File: config.mk
export PLATFORM = sky130hd
export DESIGN_NAME = fetch_queue_unit
export DESIGN_NICKNAME = d
export VERILOG_FILES = /design/src/rtl/fetch_pkg.sv /design/src/rtl/fetch_fifo.sv /design/src/rtl/fetch_queue_unit.sv
export SDC_FILE = /design/constraint.sdc
export NUM_CORES = 1
export LEC_CHECK = 0
export ABC_AREA = 1
export ABC_CLOCK_PERIOD_IN_PS = 4400
export CORE_AREA = 2 2 204 206
export CTS_CLUSTER_DIAMETER = 50
export DETAILED_ROUTE_END_ITERATION = 8
export DIE_AREA = 0 0 206 208
export GPL_TIMING_DRIVEN = 0
export HOLD_SLACK_MARGIN = 0.12
export PLACE_DENSITY_LB_ADDON = 0.3
export SYNTH_ARGS = -nofsm -noshare
export SYNTH_HDL_FRONTEND = slang
export SYNTH_HIERARCHICAL = 1
export SYNTH_SLANG_ARGS = --single-unit
File: constraint.sdc
create_clock -name clk -period 4.4 [get_ports clk]
set_clock_uncertainty 0.15 [all_clocks]
set_input_delay 0.66 -clock clk [delete_from_list [all_inputs] [get_ports clk]]
set_output_delay 0.66 -clock clk [all_outputs]
set_load 0.01 [all_outputs]
File: src/rtl/fetch_pkg.sv
// rtl/fetch_pkg.sv - shared constants for the instruction fetch front end
package fetch_pkg;

  localparam int INST_W  = 32;
  localparam int PC_STEP = 4;

endpackage

File: src/rtl/fetch_fifo.sv
// rtl/fetch_fifo.sv - flop-array synchronous FIFO with clear, count and head output
module fetch_fifo #(
  parameter int WIDTH = 64,
  parameter int DEPTH = 4
) (
  input  logic                       clk,
  input  logic                       rst_n,
  input  logic                       clear,
  input  logic                       push,
  input  logic [WIDTH-1:0]           push_data,
  input  logic                       pop,
  output logic [WIDTH-1:0]           head,
  output logic [$clog2(DEPTH+1)-1:0] count
);

  localparam int AW = $clog2(DEPTH);

  logic [WIDTH-1:0] mem [DEPTH];
  logic [AW-1:0]    rd_ptr;
  logic [AW-1:0]    wr_ptr;

  // Pointers wrap naturally because DEPTH is a power of two.
  always_ff @(posedge clk or negedge rst_n) begin
    if (!rst_n) begin
      rd_ptr <= '0;
      wr_ptr <= '0;
      count  <= '0;
    end else if (clear) begin
      rd_ptr <= '0;
      wr_ptr <= '0;
      count  <= '0;
    end else begin
      if (push) wr_ptr <= wr_ptr + 1'b1;
      if (pop)  rd_ptr <= rd_ptr + 1'b1;
      case ({push, pop})
        2'b10:   count <= count + 1'b1;
        2'b01:   count <= count - 1'b1;
        default: count <= count;
      endcase
    end
  end

  always_ff @(posedge clk) begin
    if (push && !clear) mem[wr_ptr] <= push_data;
  end

  assign head = mem[rd_ptr];

endmodule

File: src/rtl/fetch_queue_unit.sv
// rtl/fetch_queue_unit.sv - decoupled fetch front end: PC, credits, drop counter, redirect
module fetch_queue_unit
  import fetch_pkg::*;
#(
  parameter int              XLEN     = 32,
  parameter int              DEPTH    = 4,
  parameter logic [XLEN-1:0] RESET_PC = '0
) (
  input  logic                       clk,
  input  logic                       rst_n,
  input  logic                       redirect_valid,
  input  logic [XLEN-1:0]            redirect_pc,
  output logic                       imem_req_valid,
  input  logic                       imem_req_ready,
  output logic [XLEN-1:0]            imem_req_addr,
  input  logic                       imem_rsp_valid,
  input  logic [INST_W-1:0]          imem_rsp_data,
  output logic                       inst_valid,
  input  logic                       inst_ready,
  output logic [INST_W-1:0]          inst,
  output logic [XLEN-1:0]            inst_pc,
  output logic [XLEN-1:0]            inst_pc_plus4,
  output logic [$clog2(DEPTH+1)-1:0] occupancy
);

  localparam int           CW      = $clog2(DEPTH+1);
  localparam logic [CW:0]  DEPTH_C = (CW+1)'(DEPTH);
  localparam logic [XLEN-1:0] STEP = XLEN'(PC_STEP);

  typedef struct packed {
    logic [INST_W-1:0] inst;
    logic [XLEN-1:0]   pc;
  } entry_t;

  logic [XLEN-1:0] fetch_pc;
  logic [XLEN-1:0] rsp_pc;
  logic [XLEN-1:0] redirect_base;
  logic [CW-1:0]   count;
  logic [CW-1:0]   outstanding;
  logic [CW-1:0]   drop_cnt;
  logic [CW:0]     credit_used;
  logic            running;
  logic            req_fire;
  logic            rsp_fire;
  logic            push;
  logic            pop;
  entry_t          push_entry;
  entry_t          head_entry;

  assign redirect_base = redirect_pc & ~XLEN'(3);

  // Credits count both buffered entries and in-flight requests, so the queue can never overflow.
  assign credit_used    = {1'b0, count} + {1'b0, outstanding};
  assign imem_req_valid = running & ~redirect_valid & (credit_used < DEPTH_C);
  assign imem_req_addr  = fetch_pc;
  assign req_fire       = imem_req_valid & imem_req_ready;
  assign rsp_fire       = imem_rsp_valid;

  assign push       = rsp_fire & ~redirect_valid & (drop_cnt == '0);
  assign inst_valid = (count != '0) & ~redirect_valid;
  assign pop        = inst_valid & inst_ready;
  assign push_entry = '{inst: imem_rsp_data, pc: rsp_pc};

  always_ff @(posedge clk or negedge rst_n) begin
    if (!rst_n) begin
      running     <= 1'b0;
      fetch_pc    <= RESET_PC;
      rsp_pc      <= RESET_PC;
      outstanding <= '0;
      drop_cnt    <= '0;
    end else begin
      running <= 1'b1;
      case ({req_fire, rsp_fire})
        2'b10:   outstanding <= outstanding + 1'b1;
        2'b01:   outstanding <= outstanding - 1'b1;
        default: outstanding <= outstanding;
      endcase
      if (redirect_valid) begin
        fetch_pc <= redirect_base;
        rsp_pc   <= redirect_base;
        // Everything still in flight after this cycle belongs to the abandoned path.
        drop_cnt <= outstanding - CW'(rsp_fire);
      end else begin
        if (req_fire) fetch_pc <= fetch_pc + STEP;
        if (push)     rsp_pc   <= rsp_pc + STEP;
        if (rsp_fire && (drop_cnt != '0)) drop_cnt <= drop_cnt - 1'b1;
      end
    end
  end

  fetch_fifo #(
    .WIDTH ($bits(entry_t)),
    .DEPTH (DEPTH)
  ) u_fifo (
    .clk       (clk),
    .rst_n     (rst_n),
    .clear     (redirect_valid),
    .push      (push),
    .push_data (push_entry),
    .pop       (pop),
    .head      (head_entry),
    .count     (count)
  );

  assign inst          = inst_valid ? head_entry.inst : '0;
  assign inst_pc       = inst_valid ? head_entry.pc : '0;
  assign inst_pc_plus4 = inst_valid ? (head_entry.pc + STEP) : '0;
  assign occupancy     = count;

  overflow_chk: assert property (@(posedge clk) disable iff (!rst_n)
                                 !(push && (count == CW'(DEPTH))));

endmodule
==> impl_results.md <==
* CP endpoint kind: primary output
* Die H at about 210 um
* Worst-Margin Slew at between 0.7 and 0.8 ns
* Slew Viols, Final at 0
* Rows at 74
* Comb power frac at between 10% and 20%
* Clk pin slew, worst setup/hold paths at ~0.06 ns
* Wire length on met3 at 3700 um
* Max IR drop VDD at about 240 uV
* Post-DP Area at 19,000 um2
* Hold Vio Cnt, Final at 0
* Initial Utilization at about two fifths
* Share of synthesized registers carrying an async set or reset at around 22%
* Fraction of layout cells with a size suffix above 1 at a little under an eighth
* Tmin final at 4.31 ns
* PwrDens at 405 nW/um2
* Slew HR at between 40% and 50%
* Cell with the most instances after synthesis: nor2_1
* Register area share after synthesis at ~59%
* Final instance area at between 20,000 and 25,000 um2
* Crit path required time at between 3 and 4 ns
* Post-Route WL at around 47,000 um
* Mean post-synth cell area at between 9 and 10 um2
* P_leak at 8.25 nW
* Wire per inst at between 15 and 20 um
* H-tree Lvls at 2
* Initial drt markers at ~1,000
* Diodes inserted at 0
* Pre-CTS setup slack at approximately 0.074 ns
* Slowest cell delay on critical path at ~0.57 ns
* Initial antenna violation count at 0
* CTS root buffer: clkbuf_16
* Clk pwr share at between 30% and 40%
* Ranking of synthesized cells by area: edfxtp_1 48%, dfrtp_1 11%, nor2_1 7.5%
* Largest net degree at the start of global routing at 53
* Skew-Pair Late Insertion Delay at ~0.54 ns
* Area growth, synth to finish at 28.5%
* WL met1 at between 20,000 and 25,000 um
* DR pass1 iterations at 9
* CTS Buf Count at 42
* Hold/Removal Path Class: register to register
* Total I/O pin count at about 200
* WL met2 at ~22,000 um
* Net Sw Frac at roughly 28%
* CP Cell Sequence: buf_6 > inv_4 > buf_8 > buf_4 > nor2_1 > o22ai_2 > nand4_1 > nor3_1 > nand2_1 > xor2_1 > nor2_1 > clkdlybuf4s50_1
* Via density at roughly 5.2
* Via count at 13,284
* GRT Resource Usage Total at 21.7%
* Critical path's slowest cell: clkdlybuf4s50_1
* CTS tree: done
* Max layer used: met4
* Sequential Power Share at approximately 46%
* Cell repeated most along the worst path: nor2_1
* RSZ-0062 raised after global routing: true
* IO buf count at roughly 200
* Cell count after synthesis at roughly 1,700
* Post-synth EDFFs at roughly 260
* Max Fclk at roughly 230 MHz
* Maximum net fanout on the critical path at 10
* Final Cycle Share at a little over nine tenths
* Filler instances at about 3,700
* Vias in the first global route at around 13,000
* Arrival time worst endpoint at 3.50 ns
* Worst Setup Slack, final at just over 0.09 ns
* Routed Antenna Nets at 0
* Core Box Area at roughly 41,000 um2
* Run status: complete, no violations
* Die ar. at between 40,000 and 50,000 um2
* Max-Cap Viols at 0
* CTS sink count at between 300 and 400
* Setup violators final at 0
* First-pass GRT wire length at just over 70,000 um
* Clock Path Buffers at 3
* Internal at 6.03 mW
* Gpl congestion at roughly 0.90
* Distinct cells, synth at 41
* Synth area leader: edfxtp_1
* #FFs+latches synth at 330
* List of most frequent post-synthesis cells: 322 x nor2_1, 287 x nand2_1, 256 x edfxtp_1
* Net count, final at 2,074
* Overflow after GRT at 0
* CP Launch Type: register
* Mapped Area at 16,100 um2
* Share of the synthesized area in the top cell type at a little under half
* DRC violations left at 0
* Psw at roughly 2.4 mW
* Ys Warns at 6
* HPWL after detailed placement at 33,400 um
* Die W at just over 200 um
* Crit Path Class: register to primary output
* Fin Hold WS at 0.362 ns
* Post-synth top flop: edfxtp_1
routing by layer:
| layer | vias up | GRT usage [%] |
|---|---|---|
| met5 | - | 0 |
| met4 | 0 | 4.75 |
| met3 | 52 | 2.90 |
| met2 | 558 | 35.4 |
| met1 | 6367 | 30.8 |
| li1 | 6307 | - |
area by class of cell:
type	instances	area, um2	share of cell area [%]
Tap cell	532	666	3.22
Sequential cell	330	9540	46.1
Clock buffer	54	1130	5.45
Clock inverter	21	193	0.931
Inverter	193	727	3.51
Timing Repair Buffer	220	2280	11.0
Multi-Input combinational cell	1129	5710	27.6
Buffer	72	462	2.23
path summary, 6_finish.rpt:
check | startpoint | endpoint | slack, ns | depth (start not counted)
worst max register to register | drop_cnt[0] | u_fifo/mem[3][51] | 1.03 | 8
worst min register to register | outstanding[0] | outstanding[0] | 0.36 | 1
min in group asynchronous | rst_n | rsp_pc[19] | 0.41 | 2
worst max-delay path | u_fifo/rd_ptr[0] | inst_pc_plus4[25] | 0.09 | 12
max in group asynchronous | rst_n | u_fifo/rd_ptr[0] | 3.05 | 3
worst min-delay path | outstanding[0] | outstanding[0] | 0.36 | 1
flip-flops by register name, indices dropped and copies added (netlist names):
signal         flops
u_fifo/mem       256
outstanding        3
rsp_pc            30
drop_cnt           3
u_fifo/rd_ptr      2
u_fifo/wr_ptr      2
running            1
u_fifo/count       3
imem_req_addr     30
critical path, delay by kind of cell (launching register included):
family	cells	cell delay (ns)
buf+inv	5	1.22
xor+xnor	1	0.16
simple gates	5	0.81
flops	1	0.46
compound gates	1	0.31
metrics by stage:
stage	power (mW)	setup TNS, ns	std cells	util [%]
6_report	8.38	0	2551	51.1
5_1_grt	8.74	-0.116	2551	51.1
4_1_cts	8.41	0	2541	50.6
3_5_place_dp	5.15	0	2463	46.9
3_3_place_gp	5.11	-897.61	2454	46.3
2_1_floorplan	4.54	-87.71	1724	-
cell families after synthesis:
group | after synthesis | share of synthesized area (%)
AO/OA/AOI/OAI | 298 | 10.1
XOR/XNOR | 20 | 1.09
adder cells (fa/ha/maj) | 16 | 1.34
buffers and inverters | 265 | 7.31
flip-flops | 330 | 59.2
other | 2 | 0.0466
AND/OR/NAND/NOR | 784 | 20.9
timing repair:
item,4_1_cts,5_1_grt
resized for setup,43,32
pin swaps,5,12
buffers inserted,2,10
endpoints found under the hold margin,22,0
setup endpoints to repair,22,14
cloned,0,0
hold buffers,1,0
cell usage in the layout, fill, tap and decap left out, types with 18 or more instances in the layout:
| master | Yosys | layout |
|---|---|---|
| nor2_1 | 322 | 309 |
| nand2_1 | 287 | 285 |
| edfxtp_1 | 256 | 256 |
| clkdlybuf4s50_1 | 0 | 184 |
| inv_1 | 182 | 181 |
| o21ai_0 | 123 | 123 |
| nand3_1 | 98 | 97 |
| dfrtp_1 | 74 | 73 |
| o21ai_1 | 50 | 50 |
| clkbuf_16 | 0 | 43 |
| o22ai_1 | 64 | 39 |
| a21oi_1 | 32 | 30 |
| clkbuf_1 | 21 | 27 |
| buf_2 | 24 | 25 |
| buf_4 | 12 | 25 |
| o22ai_2 | 0 | 25 |
| nor2_4 | 12 | 18 |
power groups by stage:
stage	Clock [mW]	Combinational, mW	Sequential (mW)
final	3.25	1.32	3.82
after global routing	3.43	1.46	3.85
after detailed placement	0	1.28	3.87
after CTS	3.30	1.30	3.81
after floorplan	0	0.725	3.81
after global placement	0	1.24	3.87
Note: power is estimated with default switching activity, not from simulation.
